$ cat src/rtl/pkg_dtypes.sv
// Shared datapath types for the execution unit and its interconnect port.
package pkg_dtypes;

  typedef logic [7:0]  type_exec_unit_addr;
  typedef logic [31:0] type_exec_unit_data;

  // Packet presented to the interconnect by a transmitting execution unit.
  typedef struct packed {
    logic               valid;
    type_exec_unit_addr addr;
    type_exec_unit_data data;
  } type_icon_tx_channel;

  // One storage word of the execution-unit transmit buffer.
  typedef struct packed {
    type_exec_unit_addr addr;
    type_exec_unit_data data;
  } type_txbuf_entry;

  // Transmit buffer fill state, derived from occupancy.
  typedef enum logic [1:0] {
    TXBUF_EMPTY,
    TXBUF_ACTIVE,
    TXBUF_FULL
  } type_txbuf_state;

endpackage

$ cat src/rtl/counter_JK.sv
// Up/down counter: counts up or down by one on each cycle i_trig is high.
module counter_JK #(
  parameter int WIDTH = 4
) (
  input  logic             clk,
  input  logic             reset_n,
  input  logic             i_trig,
  input  logic             i_inc_or_dec,
  output logic [WIDTH-1:0] o_count
);

  logic [WIDTH-1:0] r_count;

  // Count register: synchronous clear, then step up or down when triggered.
  // NOTE: clocked state uses non-blocking (<=) so every flop samples pre-edge values.
  always_ff @(posedge clk) begin
    if (!reset_n) begin
      r_count <= '0;
    end else if (i_trig) begin
      r_count <= i_inc_or_dec ? r_count + WIDTH'(1) : r_count - WIDTH'(1);
    end
  end

  assign o_count = r_count;

endmodule

$ cat src/rtl/eu_txbuf.sv
// Execution-unit transmit buffer: show-ahead FIFO of ALU results feeding
// the interconnect, with a saturating stall timer on the head entry.
module eu_txbuf
  import pkg_dtypes::*;
#(
  parameter int NUM_IDX_BITS = 2,
  parameter int STALL_LIMIT  = 15
) (
  input  logic                    clk,
  input  logic                    reset_n,
  input  logic                    alu_wr_valid,
  input  type_exec_unit_addr      alu_wr_addr,
  input  type_exec_unit_data      alu_wr_data,
  output logic                    alu_wr_ready,
  output type_icon_tx_channel     out_pkt,
  input  logic                    out_success,
  output logic [NUM_IDX_BITS:0]   occupancy,
  output logic                    tx_stalled
);

  localparam int                    DEPTH        = 2 ** NUM_IDX_BITS;
  localparam logic [NUM_IDX_BITS:0] OCC_FULL     = (NUM_IDX_BITS + 1)'(DEPTH);
  localparam logic [7:0]            STALL_THRESH = 8'(STALL_LIMIT);

  type_txbuf_entry           r_mem [DEPTH];
  logic [NUM_IDX_BITS-1:0]   r_wptr;
  logic [NUM_IDX_BITS-1:0]   r_rptr;
  logic [7:0]                r_stall_cnt;

  logic [NUM_IDX_BITS:0]     w_occ;
  type_txbuf_state           w_state;
  logic                      w_empty;
  logic                      w_full;
  logic                      w_push;
  logic                      w_pop;
  type_icon_tx_channel       w_pkt;

  // Classify fill state from the registered occupancy.
  always_comb begin
    w_state = TXBUF_ACTIVE;
    if (w_occ == '0) begin
      w_state = TXBUF_EMPTY;
    end else if (w_occ == OCC_FULL) begin
      w_state = TXBUF_FULL;
    end
  end

  assign w_empty      = (w_state == TXBUF_EMPTY);
  assign w_full       = (w_state == TXBUF_FULL);
  // A full buffer refuses writes even when the head leaves this same cycle.
  assign alu_wr_ready = ~w_full;
  assign w_push       = alu_wr_valid & alu_wr_ready;
  assign w_pop        = ~w_empty & out_success;

  counter_JK #(
    .WIDTH (NUM_IDX_BITS + 1)
  ) u_occ_cnt (
    .clk          (clk),
    .reset_n      (reset_n),
    .i_trig       (w_push ^ w_pop),
    .i_inc_or_dec (w_push),
    .o_count      (w_occ)
  );

  assign occupancy = w_occ;

  // Storage write on push.
  // NOTE: the data array has no reset; only the pointers and occupancy define which words are live.
  always_ff @(posedge clk) begin
    if (w_push) begin
      r_mem[r_wptr] <= '{addr: alu_wr_addr, data: alu_wr_data};
    end
  end

  // Read/write pointers advance on pop/push and wrap modulo depth.
  always_ff @(posedge clk) begin
    if (!reset_n) begin
      r_wptr <= '0;
      r_rptr <= '0;
    end else begin
      if (w_push) r_wptr <= r_wptr + 1'b1;
      if (w_pop)  r_rptr <= r_rptr + 1'b1;
    end
  end

  // Stall timer: counts unaccepted cycles of a valid head, saturating at 255.
  always_ff @(posedge clk) begin
    if (!reset_n) begin
      r_stall_cnt <= '0;
    end else if (w_pop || w_empty) begin
      r_stall_cnt <= '0;
    end else if (r_stall_cnt != 8'hFF) begin
      r_stall_cnt <= r_stall_cnt + 8'd1;
    end
  end

  assign tx_stalled = (r_stall_cnt >= STALL_THRESH);

  // Show-ahead head packet; fields forced to zero while empty.
  // NOTE: defaulting every field first keeps this block free of inferred latches.
  always_comb begin
    w_pkt = '0;
    if (!w_empty) begin
      w_pkt.valid = 1'b1;
      w_pkt.addr  = r_mem[r_rptr].addr;
      w_pkt.data  = r_mem[r_rptr].data;
    end
  end

  assign out_pkt = w_pkt;

endmodule

$ cat config.mk
export PLATFORM = sky130hd
export DESIGN_NAME = eu_txbuf
export DESIGN_NICKNAME = d
export VERILOG_FILES = /design/src/rtl/pkg_dtypes.sv /design/src/rtl/counter_JK.sv /design/src/rtl/eu_txbuf.sv
export SDC_FILE = /design/constraint.sdc
export NUM_CORES = 1
export LEC_CHECK = 0
export CORE_UTILIZATION = 43
export CTS_CLUSTER_SIZE = 40
export DETAILED_ROUTE_END_ITERATION = 10
export SLEW_MARGIN = 20
export SYNTH_ARGS = -nofsm -noshare
export SYNTH_HDL_FRONTEND = slang
export SYNTH_SLANG_ARGS = --single-unit
$ cat constraint.sdc
create_clock -name clk -period 4.5 [get_ports clk]
set_clock_uncertainty 0.2 [all_clocks]
set_input_delay 0.675 -clock clk [delete_from_list [all_inputs] [get_ports clk]]
set_output_delay 0.675 -clock clk [all_outputs]
set_load 0.03 [all_outputs]
Yosys cells after proc, flatten, opt, wreduce, memory -nomap -nowiden
Memories as Yosys holds them, arrays and structs flattened. A register that Yosys moved wholly into a read port is not among the register bits.
Index checks and enable logic that the tools add are counted.
- register bits: 15
- memories kept: 1
- input port bits: 44
- memory bits (writable): 160
- memory list (memory ; words ; bits a word ; rd ports ; clocked after memory_dff ; wr ports ; RTL line ; RTL):
    r_mem ; 4 ; 40 ; 1 ; 1 ; 1 ; eu_txbuf.sv:25 ; type_txbuf_entry r_mem [DEPTH];
- multiplexer cells: 8
- reduce and logical (&&, ||, !) cells: 4
- equality and inequality tests: 3
- bitwise gates (word level): 6
- $lt $le $gt $ge: 1
- add/subtract/negate cells: 5
- operators by type and width (cell ; count):
    $mux 41 ; 1
    $add 8x1->8 const B ; 1
    $ge 8x4->1 const B ; 1
    $mux 2 ; 4
    $ne 8x8->1 const B ; 1
    $add 2x1->2 const B ; 2
    $add 3x1->3 const B ; 1
    $eq 3x3->1 const B ; 1
    $logic_not 3->1 ; 1
    $mux 3 ; 1
    $not 1->1 ; 3
    $sub 3x1->3 const B ; 1
    $and 1x1->1 ; 2
    $eq 2x2->1 const B ; 1
    $logic_not 2->1 ; 1
    $mux 1 ; 2
    $reduce_or 2->1 ; 1
    $logic_or 1x1->1 ; 1
    $xor 1x1->1 ; 1

Longest topological paths before layout
Gate-level depths: netlist of run 1.
- depth in word-level cells: 8
- mapped depth: 8
- gate-level depth less buffers: 6

Modules after synthesis
From an unflattened synthesis of run 1, not the netlist that was laid out.
- cell total of the unflattened synthesis: 352
- area total of the unflattened synthesis: 6970.4 um^2
- modules (own cells, without submodules) (module ; area an instance (um^2) ; cells an instance ; seq. area each (um^2) ; times used):
    eu_txbuf ; 6822.8 ; 338 ; 5084.9 ; 1
    counter_JK ; 147.6 ; 14 ; 60.1 ; 1

Worst setup path before layout of run 1
No wires, ideal clock.
- path type: flip-flop to output port
- start point: register u_occ_cnt.r_count[1], in the netlist u_occ_cnt.o_count[1]
- end point: output out_pkt[31] (netlist bit)
- stages on the path, launching flop included: 6
- path slack: 1.971 ns
- arrival: 1.654 ns
- data required time: 3.625 ns
- cells stage by stage: dfxtp_1 -> buf_2 -> or3_1 -> clkbuf_1 -> buf_2 -> and2_1
- RTL lines (what ; RTL line ; RTL):
    from (decl) ; counter_JK.sv:12 ; logic [WIDTH-1:0] r_count;
    from (signal assigned) ; counter_JK.sv:20 ; r_count <= i_inc_or_dec ? r_count + WIDTH'(1) : r_count - WIDTH'(1);
    to (decl) ; eu_txbuf.sv:15 ; output type_icon_tx_channel out_pkt,

==> summary.txt, run 1 <==
================================================================================
Top cell type's share of synthesized area .........................        68.4%
Register area share after synthesis ...............................        73.2%
Switching Share ...................................................        28.7%
Worst min path class ..............................................   reg -> reg
Register-to-register path setup slack .............................      1.99 ns
Setup-violating endpoint count in the final report ................            0
Overflow left after global routing ................................            0
Cts hold-fix bufs .................................................            0
Maximum level of the CTS H-tree ...................................            4
Leading post-synthesis cells by instance count .................... sky130_fd_sc_hd__edfxtp_1, sky130_fd_sc_hd__and2_1, sky130_fd_sc_hd__mux4_2, sky130_fd_sc_hd__dfxtp_1, sky130_fd_sc_hd__clkbuf_1
Detailed-route DRC error count ....................................            0
Post-route cell area ..............................................     8620 um2
Final TNS setup ...................................................         0 ns
Number of clock buffers inserted by TritonCTS .....................           17
Total number of cells along the worst setup path ..................            4
Cell type contributing the most total cell area after synthesis ... sky130_fd_sc_hd__edfxtp_1
Main flop type after synthesis .................................... sky130_fd_sc_hd__edfxtp_1
Number of distinct library cells after synthesis ..................           45
Yosys reg bits ....................................................          177
Largest net degree at the start of global routing .................           41
Reg-to-reg startpoint ............................................. u_occ_cnt.o_count[0]$_SDFFE_PN0P_
Net switching power of the design .................................      1.27 mW
EDFF count, synth .................................................          160
Worst reg2reg endpoint ............................................ r_mem[0][27]$_DFFE_PP_
Slowest stage delay, CP ...........................................      0.72 ns
Req. time, crit path ..............................................      3.62 ns
Final hold viol count .............................................            0
Port bufs .........................................................           89
Routed WL per cell ................................................      18.8 um
Timing endpoint of the critical path ..............................  out_pkt[17]
Area growth from synthesis to layout ..............................        22.6%
Fmax ..............................................................      273 MHz
Worst Setup Slack, final ..........................................     0.838 ns
Signal arrival time at the worst endpoint .........................      2.79 ns
Top cells by area in the synthesized netlist ...................... sky130_fd_sc_hd__edfxtp_1, sky130_fd_sc_hd__mux4_2, sky130_fd_sc_hd__dfxtp_1
Power density over the cells ......................................   513 nW/um2
Buffers inserted during post-CTS setup optimization ...............            0
Category of the worst setup path launch point .....................         flop
Share of total power in combinational logic .......................        25.9%
Average vias per placed instance ..................................         5.28
Final antenna-violating net count .................................            0
Starting utilization of the core area .............................        44.1%
Number of max-cap violations ......................................            0
Worst Reg2Reg Path Length in Cells ................................            3
Initial DRC Count .................................................          230
Tcrit/Tclk final ..................................................        81.4%
Cts repair resizes ................................................            0
Share of layout cells above drive strength 1 ......................        16.7%
Detailed-route via count ..........................................        3,641
Clock group share of total power ..................................        28.2%
Worst vdd rail ir drop ............................................     0.263 mV
Number of cells produced by synthesis .............................          366
Time the final worst path needs with I/O delays and setup .........      3.66 ns
Setup repair after global routing missed its margin ...............           no
Cell count after placement ........................................          658
Multi-input gate area in the final layout .........................     1730 um2
Global-route wire length before repair ............................    20,100 um
Total Wirelength ..................................................    13,000 um
Clk pin slew, worst setup/hold paths ..............................      0.06 ns
Total Power Consumption ...........................................      4.42 mW
Count of pins over their slew limit ...............................            0
Critical Path, Cell by Cell ....................................... or3_1, buf_4, and2_1, clkdlybuf4s50_1
Die Y .............................................................       130 um
Cell Int Power ....................................................      3.15 mW
Total Die Area ....................................................   16,900 um2
Estimated wirelength of the detail-placed design ..................      7940 um
Count of yosys warnings during synthesis ..........................            0
Post-place instance area ..........................................     8130 um2
Critical setup path kind ..........................................   reg -> out
Worst slack on hold paths .........................................     0.302 ns
Longest Clk Path Bufs .............................................            2
Combined buffer and inverter count along the critical path ........            2
Kind of end point of the critical path ............................  output port
Number of fillers in the final layout .............................        1,259
Final standard cell count with taps included and fillers excluded .          690
Headroom to the max-slew limit ....................................        43.6%
Width of the chip .................................................       130 um
CTS sink count ....................................................          177
Number of iterations in the first detailed-routing pass ...........            4
Power share of the sequential group ...............................        45.9%
Number of antenna violations at the first check in global routing .            0
Measured slew at the worst slew-check pin .........................     0.846 ns
Final weighted congestion of routability-driven global placement ..        0.728
Leakage dissipation ...............................................      2.78 nW
Maximum fanout count along the critical path ......................           31
Count of antenna diodes in the layout .............................            0
Number of global-route vias before repair .........................        3,736
Cell with the largest stage delay on the worst path ............... sky130_fd_sc_hd__clkdlybuf4s50_1
Cell area after synthesis .........................................     7030 um2
All-Layer GR Usage ................................................        16.6%
Clock tree root driver cell ....................................... sky130_fd_sc_hd__clkbuf_16
Worst setup timing slack at the placement stage ...................      1.27 ns
Final cell utilization of the core ................................        54.1%
Result of the run .................................................    completed
Fraction of registers with async set or reset after synthesis .....           0%
Number of nets in the layout ......................................          511
Core Rows .........................................................           46
Crit path launch .................................................. u_occ_cnt.o_count[0]$_SDFFE_PN0P_
Core area .........................................................   15,900 um2
Mean post-synth cell area .........................................     19.2 um2
Clock latency on the worst-skew pair ..............................      0.42 ns
Syn nets ..........................................................          416
CTS tree ..........................................................          yes
Ports placed on the boundary ......................................           90
Dominant delay contributor by cell family on the critical path .... buffers and inverters
Sequential cell area ..............................................     5150 um2
Top-count cell post-synth ......................................... sky130_fd_sc_hd__edfxtp_1
================================================================================
-- kinds of logic after synthesis --
family,after synthesis,share of synthesized area (%)
XOR/XNOR,3,0.374
AND/OR/NAND/NOR,82,7.03
AO/OA/AOI/OAI,29,2.97
buffers and inverters,27,2.14
flip-flops,177,73.2
adder cells (fa/ha/maj),6,1.17
multiplexers,42,13.1
-- power groups by stage --
stage	clock network (mW)	registers, mW	logic [mW]
floorplan	0	1.99	0.790
global placement	0	2.07	1.15
detailed placement	0	2.07	1.16
CTS	1.27	2.04	1.16
global route	1.33	2.05	1.22
finish	1.25	2.03	1.15
-- layout by cell type (no fill, tap or decap), drive strengths merged, types with 7 or more instances in the layout --
master / n
buf: 9
mux4: 40
and3: 8
clkinv: 10
dfxtp: 17
nand3: 7
clkbuf: 22
edfxtp: 160
a21oi: 7
clkdlybuf4s50: 89
and2: 41
-- tightest hold or removal path: stages (launching register included) --
cell	delay (ns)
sky130_fd_sc_hd__dfxtp_1	0.33
sky130_fd_sc_hd__nand3_1	0.07
sky130_fd_sc_hd__a21oi_1	0.05
-- per-layer routing --
layer / up-vias / GRT usage (%) / wire length (um)
met3: 16 / 4.88 / 717
met2: 99 / 26.3 / 6220
li1: 1649 / - / -
met5: - / 0 / 0
met1: 1877 / 21.6 / 5820
met4: 0 / 6.70 / 201
-- worst min-delay path by stage --
stage	start	end	cells past startpoint
final	r_stall_cnt[1]$_SDFFE_PP0P_	r_stall_cnt[1]$_SDFFE_PP0P_	2
after detailed placement	r_stall_cnt[1]$_SDFFE_PP0P_	r_stall_cnt[1]$_SDFFE_PP0P_	2
after global placement	r_stall_cnt[1]$_SDFFE_PP0P_	r_stall_cnt[1]$_SDFFE_PP0P_	2
after global routing	r_stall_cnt[1]$_SDFFE_PP0P_	r_stall_cnt[1]$_SDFFE_PP0P_	2
after CTS	r_stall_cnt[1]$_SDFFE_PP0P_	r_stall_cnt[1]$_SDFFE_PP0P_	2
after floorplan	r_stall_cnt[1]$_SDFFE_PP0P_	r_stall_cnt[1]$_SDFFE_PP0P_	2
-- registers in the layout, summed over array words and instances, names as in the netlist, named ones only --
name / count
r_mem: 160
r_stall_cnt: 8
u_occ_cnt.o_count: 3
r_rptr: 2
r_wptr: 2
-- area by class of cell --
cell class              instances  area share [%]
multi-input cells             162            20.1
clock buffers                  22            5.15
clock inverters                10           0.522
inverters                       5           0.218
repair buffers                 98            11.1
well taps                     216            3.13
flip-flops and latches        177            59.7
Power figures use the tool's default switching activity.
==> run 2, diff against run 1 <==
Clock period 4.5 ns to 3.8 ns, I/O delays scaled along.
==> run 2 against run 1 <==
Net effect:
- flip-flop and latch count stayed put
- utilization is 0.64 points higher
- clock power is 30% higher
- cell count stayed put
- design area is 1.2% higher
- combinational power is 23% higher
- clock-buffer cell count is 3 lower
- hold slack better by 0.0045 ns
- global-route usage hardly changed
- critical endpoint is now out_pkt[15]
- highest routed layer unchanged
==> summary.txt, run 2 (synthesized netlist as in run 1, its figures left out) <==
================================================================================
Number of antenna violations at the first check in global routing .            0   unchanged
Number of clock buffers inserted by TritonCTS .....................           17   unchanged
Total Die Area ....................................................   16,900 um2   unchanged
Total Wirelength ..................................................    12,800 um   -1.2%
Measured slew at the worst slew-check pin .........................     0.618 ns   -0.228 ns
Worst min path class ..............................................   reg -> reg
Global-route wire length before repair ............................    20,200 um   +0.37%
Final weighted congestion of routability-driven global placement ..        0.746   +2.4%
Leakage dissipation ...............................................      2.81 nW   +1.1%
Number of max-cap violations ......................................            0   unchanged
Tcrit/Tclk final ..................................................        88.9%
Slowest stage delay, CP ...........................................      0.72 ns   about the same
Most common cell after layout, fill and taps aside ................ sky130_fd_sc_hd__edfxtp_1
Register with the highest flop count ..............................        r_mem
Most frequent cells in the layout ................................. sky130_fd_sc_hd__edfxtp_1, sky130_fd_sc_hd__clkdlybuf4s50_1, sky130_fd_sc_hd__and2_1
Final hold viol count .............................................            0   unchanged
Headroom to the max-slew limit ....................................        58.8%   +15 points
Crit path launch .................................................. u_occ_cnt.o_count[0]$_SDFFE_PN0P_
Total number of cells along the worst setup path ..................            4   unchanged
Estimated wirelength of the detail-placed design ..................      7850 um   -1.0%
Worst reg2reg endpoint ............................................ u_occ_cnt.o_count[2]$_SDFFE_PN0P_
Longest Clk Path Bufs .............................................            2   unchanged
Cts hold-fix bufs .................................................            0   unchanged
CTS sink count ....................................................          177   unchanged
Number of global-route vias before repair .........................        3,727   -0.24%
Timing endpoint of the critical path ..............................  out_pkt[15]
Number of nets in the layout ......................................          511   unchanged
Cell count after placement ........................................          658   unchanged
Final antenna-violating net count .................................            0   unchanged
Die Y .............................................................       130 um   unchanged
Cts repair resizes ................................................            0   unchanged
Req. time, crit path ..............................................      3.03 ns   -0.59 ns
Final cell utilization of the core ................................        54.7%   +0.64 points
Power density over the cells ......................................   619 nW/um2   +21%
Time the final worst path needs with I/O delays and setup .........      3.38 ns
Starting utilization of the core area .............................        44.1%   unchanged
Setup repair after global routing missed its margin ...............           no
Fmax ..............................................................      296 MHz
Overflow left after global routing ................................            0   unchanged
Maximum fanout count along the critical path ......................           31   unchanged
Clock tree root driver cell ....................................... sky130_fd_sc_hd__clkbuf_16
Maximum level of the CTS H-tree ...................................            4   unchanged
Detailed-route via count ..........................................        3,611   -0.82%
Kind of end point of the critical path ............................  output port
Register-to-register path setup slack .............................      1.42 ns   -0.57 ns
Ports placed on the boundary ......................................           90   unchanged
Number of iterations in the first detailed-routing pass ...........            5   +1
Critical setup path kind ..........................................   reg -> out
Core Rows .........................................................           46   unchanged
Clk pin slew, worst setup/hold paths ..............................      0.07 ns   about the same
Count of pins over their slew limit ...............................            0   unchanged
Area growth from synthesis to layout ..............................        24.1%
Final standard cell count with taps included and fillers excluded .          690   unchanged
Buffers inserted during post-CTS setup optimization ...............            0   unchanged
Result of the run .................................................    completed
CTS tree ..........................................................          yes
Worst Reg2Reg Path Length in Cells ................................            5   +2
Width of the chip .................................................       130 um   unchanged
All-Layer GR Usage ................................................        16.6%   -0.021 points
Combined buffer and inverter count along the critical path ........            2   unchanged
Category of the worst setup path launch point .....................         flop
Clock latency on the worst-skew pair ..............................      0.41 ns   about the same
Port bufs .........................................................           89   unchanged
Worst vdd rail ir drop ............................................     0.333 mV   +27%
Critical Path, Cell by Cell ....................................... or3_1, buf_12, and2_1, clkdlybuf4s50_1
Number of flip-flops in the largest register ......................          160   unchanged
Average vias per placed instance ..................................         5.23   -0.82%
Core area .........................................................   15,900 um2   unchanged
Signal arrival time at the worst endpoint .........................      2.61 ns   -0.18 ns
Final TNS setup ...................................................         0 ns   unchanged
Routed WL per cell ................................................      18.6 um   -1.2%
Total Power Consumption ...........................................      5.40 mW   +22%
Cell with the largest stage delay on the worst path ............... sky130_fd_sc_hd__clkdlybuf4s50_1
Reg-to-reg startpoint ............................................. u_occ_cnt.o_count[0]$_SDFFE_PN0P_
Dominant delay contributor by cell family on the critical path .... buffers and inverters
Share of layout cells above drive strength 1 ......................        17.9%   +1.3 points
Initial DRC Count .................................................          217   -5.7%
Count of antenna diodes in the layout .............................            0   unchanged
Largest net degree at the start of global routing .................           41   unchanged
Detailed-route DRC error count ....................................            0   unchanged
Setup-violating endpoint count in the final report ................            0   unchanged
================================================================================
[run 2: cell types whose count changed in the layout (fill, tap and decap cells not counted)]
cell	previous run	this run
sky130_fd_sc_hd__clkbuf_1	5	2
sky130_fd_sc_hd__clkinv_4	1	0
sky130_fd_sc_hd__buf_12	0	3
sky130_fd_sc_hd__clkinv_2	2	3
sky130_fd_sc_hd__bufinv_16	0	2
sky130_fd_sc_hd__clkinvlp_4	0	4
sky130_fd_sc_hd__buf_4	9	6
sky130_fd_sc_hd__clkinv_1	7	4
[run 2: stage by stage]
stage	cell area (um2)	hold WS (ns)	worst slack, ns
3_5_place_dp	8170	0.289	0.812
3_3_place_gp	8170	0.268	0.826
4_1_cts	8720	0.311	0.361
5_1_grt	8720	0.346	0.194
6_report	8720	0.307	0.421
2_1_floorplan	7030	0.256	1.38
[run 2: how the worst min path moves through the flow]
stage,from,endpoint,cells after the start
2_1_floorplan,r_stall_cnt[1]$_SDFFE_PP0P_,r_stall_cnt[1]$_SDFFE_PP0P_,2
3_3_place_gp,r_stall_cnt[1]$_SDFFE_PP0P_,r_stall_cnt[1]$_SDFFE_PP0P_,2
3_5_place_dp,r_stall_cnt[1]$_SDFFE_PP0P_,r_stall_cnt[1]$_SDFFE_PP0P_,2
4_1_cts,r_stall_cnt[1]$_SDFFE_PP0P_,r_stall_cnt[1]$_SDFFE_PP0P_,2
5_1_grt,r_stall_cnt[1]$_SDFFE_PP0P_,r_stall_cnt[1]$_SDFFE_PP0P_,2
6_report,r_stall_cnt[1]$_SDFFE_PP0P_,r_stall_cnt[1]$_SDFFE_PP0P_,2
[run 2: area by class of cell]
cell class | instances | area, um2
Fill cell | 1272 | 7220
Sequential cell | 177 | 5150
Multi-Input combinational cell | 162 | 1730
Timing Repair Buffer | 98 | 996
Clock buffer | 19 | 433
Tap cell | 216 | 270
Clock inverter | 13 | 120
Inverter | 5 | 18.8
[run 2: worst min-delay path: stages, from the launching register on]
cell	delay, ns
sky130_fd_sc_hd__dfxtp_1	0.32
sky130_fd_sc_hd__nand3_1	0.07
sky130_fd_sc_hd__a21oi_1	0.06
[run 2: power by group]
group | internal, mW | leakage [nW] | switching [mW]
clock network | 0.953 | 0.259 | 0.662
registers | 2.27 | 1.61 | 0.0875
logic | 0.669 | 0.946 | 0.755
total | 3.90 | 2.81 | 1.50
[run 2: metal layers]
metal	routed length (um)	global-route usage (%)	share of wire, %	vias up
li1	-	-	-	1656
met1	5680	21.1	44	1854
met2	6360	27.0	50	92
met3	632	5.21	4.9	9
met4	126	5.61	0.98	0
met5	0	0	0	-
==> patch (config.mk and constraints of run 2) <==
The parameter `NUM_IDX_BITS` goes from 2 to 3.
--- a/src/rtl/eu_txbuf.sv
+++ b/src/rtl/eu_txbuf.sv
@@ -4,5 +4,5 @@
   import pkg_dtypes::*;
 #(
-  parameter int NUM_IDX_BITS = 2,
+  parameter int NUM_IDX_BITS = 3,
   parameter int STALL_LIMIT  = 15
 ) (
Ports: changed (resized occupancy); port bits go from 90 to 91. The function was not compared with the original's and may differ.
==> patch against run 2 <==
  * Wire length grew 110%
  * Via count grew 78%
  * Non-clock buffer count grew 31
  * Worst setup slack lost 110 ps
  * Design area grew 84%
  * Area after synthesis grew 88%
  * Clock power grew 100%
  * Sequential cell count grew 164
  * Power grew 100%
==> patch: results (changes against run 2) <==
Status -> complete, no violations
PortBufs -> 90 (+1.1%)
CP max FO -> 29 (-6.5%)
GRT Overall Usage -> 17.5% (+0.96 points)
Fin nets -> 814 (+59%)
First-pass GRT wire length -> 40600 um (+100%)
Number of flops mapped to enable cells by yosys -> 320 (+100%)
Post-synth top cells -> 320 x edfxtp_1, 80 x mux4_2, 54 x nor2_1, 42 x mux2i_1, 21 x dfxtp_1
Vias in the first global route -> 6951 (+87%)
Syn nets -> 678 (+63%)
Peak VDD IR -> 419 uV (+26%)
Pin count of the biggest net entering global routing -> 44 (+7.3%)
Seq/Total Area, Yosys -> 75.9% (+2.7 points)
Initial antenna violation count -> 1 (+1)
Pre-CTS WS -> 603 ps (-209 ps)
Arr. time, crit path -> 2720 ps (+110 ps)
Post-DR wirelength/cell -> 22.6 um (+22%)
DRT Pass-1 Iters -> 4 (-1)
Leak pwr -> 5.04 nW (+79%)
Root Driver -> clkbuf_16
Initial Util -> 44.1% (about the same)
Share of layout cells above drive strength 1 -> 24.1% (+6.2 points)
Max FFs per register -> 320 (+100%)
Slew @ Worst Pin -> 651 ps (+32.9 ps)
CTS Buffer Depth -> 3 (+1)
Worst-path clk slew -> 60 ps
Largest cells by area after synthesis -> edfxtp_1 73%, mux4_2 14%, dfxtp_1 3.2%, mux2i_1 3.2%, nor2_1 1.5%
Reg with most FFs -> r_mem
Placer Congestion -> 0.733 (-1.7%)
1st-iter DRT viols -> 501 (+130%)
TritonCTS buffer count -> 37 (+20)
Gr ovfl total -> 0 (unchanged)
Hold WC Path Type -> reg2reg
DR vias/cell -> 5.44 (+3.9%)
Number of H-tree levels -> 2 (-2)
Synth warn -> 0 (unchanged)
Post-CTS Hold Buffers -> 0 (unchanged)
Post-DP HPWL -> 15000 um (+91%)
Skew-Pair Late Insertion Delay -> 520 ps (+110 ps)
Synth cell types -> 49 (+8.9%)
CTS resizes -> 0 (unchanged)
Ys async rst share -> 0% (unchanged)
## patch: cell count changes after synthesis, sizes merged, moves of 6 or more
| cell | before | now |
|---|---|---|
| nor2 | 6 | 54 |
| and3 | 8 | 2 |
| clkbuf | 8 | 16 |
| mux2i | 1 | 42 |
| and2 | 41 | 1 |
| mux4 | 40 | 80 |
| edfxtp | 160 | 320 |
## patch: final cells by class
cell class / instances / area (sq um)
Clock buffer: 49 / 1030
Clock inverter: 19 / 101
Sequential cell: 341 / 10000
Timing Repair Buffer: 129 / 1310
Inverter: 3 / 11.3
Fill cell: 2335 / 13900
Antenna cell: 1 / 2.50
Multi-Input combinational cell: 252 / 3080
Tap cell: 390 / 488
## patch: where the power goes
group | switching [mW] | total (mW) | internal [mW] | leakage, nW
Clock | 1.37 | 3.29 | 1.92 | 0.553
Sequential | 0.151 | 4.49 | 4.34 | 3.08
Combinational | 1.65 | 3.00 | 1.35 | 1.40
## patch: path summary, 6_finish.rpt
kind / slack, ps / depth (start not counted) / endpoint / from
min reg2reg: 290 / 2 / flip-flop / r_rptr[1]
max reg2reg: 970 / 4 / r_mem[4][39] / u_occ_cnt.o_count[0]
min: 290 / 2 / flip-flop / r_rptr[1]
max: 310 / 5 / out_pkt[23] / flip-flop
## patch: metal layers
metal	GRT usage [%]	share of wire [%]	up-vias
met5	0	0	-
met4	5.16	2.1	0
met3	3.15	4.3	44
met2	29.3	50	153
met1	23.4	44	3379
li1	-	-	2862
## patch: logic make-up (layout without fill, tap and decap cells)
logic type	after synthesis	count (layout)	synth area share (%)
adder cells (fa/ha/maj)	6	6	0.625
multiplexers	122	122	16.8
flip-flops	341	341	75.9
XOR/XNOR	7	7	0.521
AO/OA/AOI/OAI	25	25	1.34
buffers and inverters	35	200	1.30
AND/OR/NAND/NOR	92	92	3.48
other	0	1	0
## patch: through the flow
step | setup TNS, ps | utilization (%) | area [sq um] | cells
floorplan | -104540 | - | 13200 | 628
global placement | 0 | 49.4 | 14800 | 1101
detailed placement | 0 | 49.4 | 14800 | 1101
CTS | 0 | 53.2 | 15900 | 1169
global route | 0 | 53.6 | 16100 | 1183
finish | 0 | 53.6 | 16100 | 1184
## patch: critical path: stages (launching register included)
cell and delay (ps):
dfxtp_4 650, buf_4 310, mux4_2 330, mux2i_1 190
nor2_1 70, clkdlybuf4s50_1 620
## patch: repair_timing
item	CTS	global route
setup buffers	0	14
endpoints found under the hold margin	0	0
endpoints found under the setup margin	0	9
